**src/rtl/ram_stream_reader.sv**
```systemverilog
// Burst reader for a 1-cycle registered-read RAM: issues LENGTH reads from BASE (wrapping),
// and streams the words out through a 4-entry FIFO under a credit scheme that never overflows it.
module ram_stream_reader #(
    parameter int SIZE  = 8,
    parameter int DEPTH = 8,
    localparam int AW   = $clog2(DEPTH),
    localparam int LW   = $clog2(DEPTH) + 1
) (
    input  logic            clk,
    input  logic            rst,
    input  logic            start,
    input  logic [AW-1:0]   base_addr,
    input  logic [LW-1:0]   length,
    input  logic            abort,
    output logic            busy,
    output logic            done,
    output logic [AW-1:0]   raddr,
    input  logic [SIZE-1:0] read_data,
    output logic [SIZE-1:0] out_data,
    output logic            out_valid,
    input  logic            out_ready
);

    typedef enum logic [1:0] {
        S_IDLE  = 2'd0,
        S_READ  = 2'd1,
        S_DRAIN = 2'd2
    } state_t;

    state_t          r_state;
    state_t          w_state_nxt;
    logic [AW-1:0]   r_raddr;
    logic [AW-1:0]   w_raddr_nxt;
    logic [LW-1:0]   r_remain;
    logic [LW-1:0]   w_remain_nxt;
    logic [1:0]      r_pipe;
    logic [1:0]      w_pipe_nxt;
    logic [2:0]      r_count;
    logic [2:0]      w_count_nxt;
    logic [SIZE-1:0] r_fifo [0:3];
    logic [SIZE-1:0] w_fifo_nxt [0:3];
    logic            r_done;
    logic            w_done_nxt;

    logic            w_first;
    logic            w_issue;
    logic            w_push;
    logic            w_pop;
    logic            w_valid;
    logic            w_credit_ok;
    logic [2:0]      w_inflight;
    logic [3:0]      w_credit_used;
    logic [2:0]      w_wr_idx;

    function automatic logic [AW-1:0] addr_inc(input logic [AW-1:0] a);
        logic [AW-1:0] r;
        if (a == AW'(DEPTH - 1)) begin
            r = '0;
        end else begin
            r = a + AW'(1);
        end
        return r;
    endfunction

    // Credit bookkeeping: FIFO occupancy plus reads still travelling through the RAM
    always_comb begin
        w_valid       = (r_count != 3'd0);
        w_pop         = w_valid & out_ready;
        w_push        = r_pipe[1];
        w_inflight    = {2'b00, r_pipe[0]} + {2'b00, r_pipe[1]};
        w_credit_used = {1'b0, r_count} + {1'b0, w_inflight};
        w_credit_ok   = (w_credit_used < 4'd4);
    end

    // Next-state and issue decisions; abort overrides everything
    always_comb begin
        w_state_nxt  = r_state;
        w_first      = 1'b0;
        w_issue      = 1'b0;
        w_done_nxt   = 1'b0;
        w_remain_nxt = r_remain;
        w_raddr_nxt  = r_raddr;
        if (abort) begin
            w_state_nxt = S_IDLE;
        end else begin
            case (r_state)
                S_IDLE: begin
                    if (start) begin
                        if (length != LW'(0)) begin
                            w_first      = 1'b1;
                            w_raddr_nxt  = base_addr;
                            w_remain_nxt = length - LW'(1);
                            w_state_nxt  = (length == LW'(1)) ? S_DRAIN : S_READ;
                        end else begin
                            w_done_nxt = 1'b1;
                        end
                    end else begin
                        w_state_nxt = S_IDLE;
                    end
                end
                S_READ: begin
                    if (w_credit_ok) begin
                        w_issue      = 1'b1;
                        w_raddr_nxt  = addr_inc(r_raddr);
                        w_remain_nxt = r_remain - LW'(1);
                        if (r_remain == LW'(1)) begin
                            w_state_nxt = S_DRAIN;
                        end else begin
                            w_state_nxt = S_READ;
                        end
                    end else begin
                        w_state_nxt = S_READ;
                    end
                end
                S_DRAIN: begin
                    // final word: last FIFO entry leaves with nothing left in the RAM pipe
                    if (w_pop && (r_count == 3'd1) && (r_pipe == 2'b00)) begin
                        w_state_nxt = S_IDLE;
                        w_done_nxt  = 1'b1;
                    end else begin
                        w_state_nxt = S_DRAIN;
                    end
                end
                default: begin
                    w_state_nxt = S_IDLE;
                end
            endcase
        end
    end

    // Issue-flag shift pipe and shift-register FIFO next values
    always_comb begin
        w_pipe_nxt = abort ? 2'b00 : {r_pipe[0], w_first | w_issue};
        for (int i = 0; i < 4; i++) begin
            w_fifo_nxt[i] = r_fifo[i];
        end
        if (w_pop) begin
            for (int i = 0; i < 3; i++) begin
                w_fifo_nxt[i] = r_fifo[i + 1];
            end
        end else begin
            w_fifo_nxt[3] = r_fifo[3];
        end
        w_wr_idx = r_count - {2'b00, w_pop};
        if (w_push && (w_wr_idx < 3'd4)) begin
            w_fifo_nxt[w_wr_idx[1:0]] = read_data;
        end else begin
            w_fifo_nxt[3] = w_fifo_nxt[3];
        end
        if (abort) begin
            w_count_nxt = 3'd0;
        end else begin
            w_count_nxt = r_count - {2'b00, w_pop} + {2'b00, w_push};
        end
    end

    // State, address, counters and FIFO registers
    always_ff @(posedge clk or posedge rst) begin
        if (rst) begin
            r_state  <= S_IDLE;
            r_raddr  <= '0;
            r_remain <= '0;
            r_pipe   <= 2'b00;
            r_count  <= 3'd0;
            r_done   <= 1'b0;
            for (int i = 0; i < 4; i++) begin
                r_fifo[i] <= '0;
            end
        end else begin
            r_state  <= w_state_nxt;
            r_raddr  <= w_raddr_nxt;
            r_remain <= w_remain_nxt;
            r_pipe   <= w_pipe_nxt;
            r_count  <= w_count_nxt;
            r_done   <= w_done_nxt;
            for (int i = 0; i < 4; i++) begin
                r_fifo[i] <= w_fifo_nxt[i];
            end
        end
    end

    assign busy      = (r_state != S_IDLE);
    assign done      = r_done;
    assign raddr     = r_raddr;
    assign out_data  = r_fifo[0];
    assign out_valid = w_valid;

endmodule
```
**config.mk**
```make
export PLATFORM = sky130hd
export DESIGN_NAME = ram_stream_reader
export DESIGN_NICKNAME = d
export VERILOG_FILES = /design/src/rtl/ram_stream_reader.sv
export SDC_FILE = /design/constraint.sdc
export NUM_CORES = 1
export LEC_CHECK = 0
export CORE_MARGIN = 2
export CORE_UTILIZATION = 35
export CTS_CLUSTER_SIZE = 20
export DETAILED_ROUTE_END_ITERATION = 6
export DONT_BUFFER_PORTS = 1
export SETUP_SLACK_MARGIN = 0.05
export SYNTH_ARGS = -nofsm -noshare
export SYNTH_HDL_FRONTEND = slang
export SYNTH_SLANG_ARGS = --single-unit
export TNS_END_PERCENT = 20
```
**constraint.sdc**
```tcl
create_clock -name clk -period 2.5 [get_ports clk]
set_clock_uncertainty 0.1 [all_clocks]
set_input_delay 0.125 -clock clk [delete_from_list [all_inputs] [get_ports clk]]
set_output_delay 0.125 -clock clk [all_outputs]
set_load 0.02 [all_outputs]
```
### Yosys cells after proc, flatten, opt, wreduce, memory -nomap -nowiden

Cells that the tools add are included.
W data, S select, Z words.

* output and inout bits: 14
* input port bits: 20
* flip-flop bits (word level): 47

* $lt $le $gt $ge: 4
* $add $sub $neg: 7
* multiplexer cells: 36
* reductions and logical operators: 11
* equality and inequality tests: 10
* bitwise gates (word level): 4

Operator list (count)
* $mux W24: 2
* $bwmux W32: 1
* $demux W8 S2: 1
* $mux W2: 8
* $mux W3: 5
* $mux W4: 3
* $mux W1: 11
* $eq A4 B1 Y1 const B: 2
* $mux W8: 1
* $pmux W4 S2: 1
* $sub A4 B1 Y4 const B: 2
* $ne A2 B2 Y1 const B: 3
* $pmux W2 S3: 1
* $pmux W3 S2: 1
* $reduce_and A5 Y1: 1
* $add A3 B2 Y4: 1
* $logic_and A1 B1 Y1: 4
* $logic_not A2 Y1: 2
* $lt A4 B3 Y1 const B: 1
* $ne A4 B4 Y1 const B: 1
* $reduce_bool A2 Y1: 2
* $reduce_bool A4 Y1: 1
* $add A3 B1 Y3: 1
* $add A3 B1 Y3 const B: 1
* other kinds (15): 15

### Logic depth before layout (Yosys ltp)

* depth after elaboration: 10
* mapped depth: 11

### Least setup slack after synthesis

Ideal clock, no wire load.

* path kind: register -> register
* start point: reg r_count[1]
* end point: reg r_fifo[0] in the netlist's numbering
* cell stages (with the launch flop): 11
* slack: -0.152 ns
* clock period less this slack: 2.652 ns
* data required time: 2.275 ns
* path buffers: 1
* arrival time: 2.427 ns
* cell sequence: dfrtp_1 or3_4 nand2_8 buf_12 inv_1 ha_1 ha_1 xnor2_2 nand3_1 nor2_4 mux2_2

* word-level cells in the longest chain between the ends: 9
* elaborated cells on any way between the ends: 12
* classes of those cells: add/sub (1); order compare (3); mux (3); bitwise (2); reduce/logical (3)

RTL lines
* start, declared: line 38 `logic [2:0] r_count;`
* start signal, assigned: line 174 `r_count <= w_count_nxt;`
* $reduce_bool A3 Y1 *: line 67 `w_valid = (r_count != 3'd0);`
* via out_valid: line 20 `output logic out_valid,`
* $and A1 B1 Y1 *: line 68 `w_pop = w_valid & out_ready;`
* $sub A3 B1 Y3 *: line 144 `w_wr_idx = r_count - {2'b00, w_pop};`
* $not A2 Y3 (implied by the code): line 146 `w_fifo_nxt[w_wr_idx[1:0]] = read_data;`
* $ge A3 B3 Y1 (implied by the code) / $lt A3 B1 Y1 (equally long branches): line 146
* $logic_and A1 B1 Y1 (implied by the code): line 146
* $mux W8 (implied by the code): line 146
* $demux W8 S2: line 146
* $bwmux W32: line 146
* end signal, assigned by index: line 177 `r_fifo[i] <= w_fifo_nxt[i];`
* end, declared: line 40 `logic [SIZE-1:0] r_fifo [0:3];`

Mark *: on every way through the listed nets, which the timed path passes. The rest lies on a longest branch.
A chain may end at the register's enable or synchronous reset.

### Final worst setup path

* start point: reg r_count[0]
* end point: reg r_fifo[4] in the netlist's numbering

* word-level cells in the longest chain between the ends: 9
* elaborated cells on any way between the ends: 12
* classes of those cells: add/sub (1); order compare (3); mux (3); bitwise (2); reduce/logical (3)

RTL lines (line)
* $reduce_bool A3 Y1: 67
* $and A1 B1 Y1: 68
* $sub A3 B1 Y3 *: 144
* $not A2 Y3 (implied by the code): 146
* $ge A3 B3 Y1 (implied by the code) / $lt A3 B1 Y1 (equally long branches): 146
* $logic_and A1 B1 Y1 (implied by the code): 146
* $mux W8 (implied by the code): 146
* $demux W8 S2: 146
* $bwmux W32: 146

Mark *: on every way between the ends. The rest lies on a longest branch, timed or not.

==> impl_metrics.toml <==
[sta]
max_freq_mhz = 429
period_share_pct = 93.2
max_slew.worst_pin.slew_ns = 0.612
hold_violations = 0
setup_violations = 0
rsz0062_at_grt = "false"
relSlewSlack_pct = 59.2
slew_violations = 0
post-route-min-period_ns = 2.33

[routing]
ant_nets = 0
remaining_drc_errors = 0
routed_via_density = 4.89
vias = 1754
drtPass1Iterations = 6
totalWireLength_um = 4900
drt_iter0_drc = 51
wl_per_cell_um = 13.6

[placed_design]
dpl_cell_area_mm2 = 0.00270
gp_congestion = 0.721
dp_hpwl_um = 3290
io_buffers = 0

[synthesis]
synthDistinctLibCells = 43
synth_warnings = 0
seq_area_frac_synth_pct = 45.7
synth-edff-count = 0
synth_top_family_by_area = "multiplexers"
synthMuxAreaShare_pct = 15.4
syn_area_per_cell_um2 = 10.6
synth-compound-area-share_pct = 9.28
syn_inst = 244
yosys_most_used_dff = "dfrtp_1"
synthAdderAreaFrac_pct = 5.83
synth_xor_area_share_pct = 1.65
synthArstFlopShare_pct = 100
netlist_area_mm2 = 0.00257
ys_ff_latch = 47
synth-simple-area-share_pct = 14.7
synth_fp_nets = 276

[cells_and_area]
final_cell_mix = "dfrtp_1 (46), nor2_1 (29), mux2i_1 (28), a21oi_1 (28), dlygate4sd3_1 (16)"
final_common_cell = "dfrtp_1"
final_area_mm2 = 0.00300
diodes = 0
nets = 291
synthToLayoutAreaGrowth_pct = 16.4
drive_gt1_share_pct = 16.5

[setup_path]
start_kind = "register"
slowest_delay_ns = 0.44
worstPathArrival_ns = 2.43
r2r_start = "r_count[0]$_DFF_PP0_"
crit_fanout = 8
crit_slowest_cell = "or3_4"
crit_cells = 10
path_class = "reg2reg"
required_ns = 2.60
r2r_setup_slack_ns = 0.17
cp_common_cell = "ha_4"
cp_num_buf_inv = 2
worstRegToRegCells = 10
cp_cell_sequence = "or3_4 -> nand2_8 -> inv_4 -> ha_4 -> ha_4 -> xnor2_4 -> nand3_2 -> nor2_4 -> buf_12 -> mux2_4"
critPathTopFamily = "simple AND/OR/NAND/NOR gates"
r2r-end = "r_fifo[4]$_DFFE_PP0P_"
cp-end-kind = "register"

[clocking]
clkTransAtPathRegs_ns = 0.09
cts_buffers = 5
clk_latency_ns = 0.31
root_buffer = "clkbuf_8"
cts.path.max_buffers = 2
cts_resized = 0
h-tree-depth = 2
clock_sinks = 47
cts_tree = "built"

[hold_path]
min_to = "r_remain[3]$_DFFE_PP0P_"
holdPathStages = 3
hp-start = "length[3]"
hold_class = "in2reg"

[global_routing]
grt_pass1_wl_um = 8420
first_global_vias = 1722
grt-ovfl-total = 0
grt_start_max_net_pins = 48
antenna_found_initial = 0
gr-usage-all-layers_pct = 12.8

[floorplan]
start_util_pct = 35.9
core-area_mm2 = 0.00718
die-area_mm2 = 0.00806
dieHeight_um = 89.8
floorplan.rows = 31
ios = 34
die_w_um = 89.8

[power]
power_density_mw_per_mm2 = 1080
power_mw = 3.23
peakVddDrop_mv = 0.341
p_leak_nw = 1.47

[job]
drv_cap = 0

[status]
outcome = "finished clean"
[layout make-up]
class                      instances  area [µm²]
clock buffer                       6        82.6
clock inverter                     2        38.8
fill                             701        4180
inverter                          14        57.6
multi-input combinational        166        1280
sequential                        47        1180
tap                               99         124
timing repair buffer              25         240
[worst min-delay path: stages]
cell and delay, ns:
xnor2_1 0.05, nand2_1 0.06, a32o_1 0.14
[sequential cells by signal, indices dropped and copies added, names as in the netlist]
signal / count
r_remain: 4
r_count: 3
r_pipe: 2
raddr: 3
r_fifo: 24
r_state: 2
done: 1
out_data: 8
[cells in the mapped netlist, types with 2 or more instances]
cell type | instances | area, µm²
a21oi_1 | 28 | 140
buf_12 | 2 | 40.0
buf_2 | 3 | 15.0
buf_4 | 10 | 75.1
clkbuf_1 | 2 | 7.51
dfrtp_1 | 47 | 1180
ha_1 | 12 | 150
inv_1 | 13 | 48.8
mux2_2 | 9 | 101
mux2i_1 | 28 | 280
nand2_1 | 8 | 30.0
nand3_1 | 8 | 40.0
nand4_1 | 4 | 25.0
nor2_1 | 29 | 109
nor2b_1 | 3 | 18.8
nor3_1 | 3 | 15.0
nor4_1 | 3 | 18.8
o21ai_0 | 6 | 30.0
xnor2_1 | 2 | 17.5
[layer usage]
metal  vias up  global-route usage, %  part of all wire, %
met3         5                   3.94                  4.5
li1        875                      -                    -
met1       839                   16.4                   47
met2        35                   21.0                   48
met5         -                      0                    0
met4         0                   3.21                 0.65
[metrics by stage]
stage	setup WS, ns	instances	utilization, %	TNS (ns)	hold slack, ns
after floorplan	-0.0941	244	-	-0.752	0.171
after global placement	0.138	334	37.6	0	0.0944
after detailed placement	0.0719	334	37.6	0	0.0966
after CTS	0.0564	358	41.5	0	0.00113
after global routing	0.0877	359	41.8	0	0.0129
final	0.169	359	41.8	0	0.0104
[cells by family (layout without fill, tap and decap cells)]
logic type | after synthesis | after routing
AOI/OAI and AO/OA | 42 | 42
adders and majority gates | 12 | 12
xor gates and xnor gates | 4 | 4
muxes | 38 | 38
and+or+nand+nor | 70 | 70
buffers and inverters | 31 | 47
DFF | 47 | 47
[what timing repair did]
action,CTS,global route
endpoints found under the setup margin,0,8
hold endpoints to repair,90,0
hold buffers,16,0
setup buffers,0,1
[power by group]
part	switching, mW	total [mW]	leakage, nW	internal, mW
Clock	0.273	0.602	0.0618	0.329
Combinational	0.613	1.28	0.806	0.664
Sequential	0.309	1.35	0.603	1.04
Total	1.19	3.23	1.47	2.04
[how the worst max path moves through the flow]
stage | start | end
after floorplan | r_count[0]$_DFF_PP0_ | r_fifo[0]$_DFFE_PP0P_
after global placement | r_count[0]$_DFF_PP0_ | r_fifo[1]$_DFFE_PP0P_
after detailed placement | r_count[1]$_DFF_PP0_ | r_fifo[4]$_DFFE_PP0P_
after CTS | r_count[0]$_DFF_PP0_ | r_fifo[4]$_DFFE_PP0P_
after global routing | r_count[0]$_DFF_PP0_ | r_fifo[8]$_DFF_PP0_
final | r_count[0]$_DFF_PP0_ | r_fifo[4]$_DFFE_PP0P_
No activity file was read; power rests on OpenSTA's default activity.
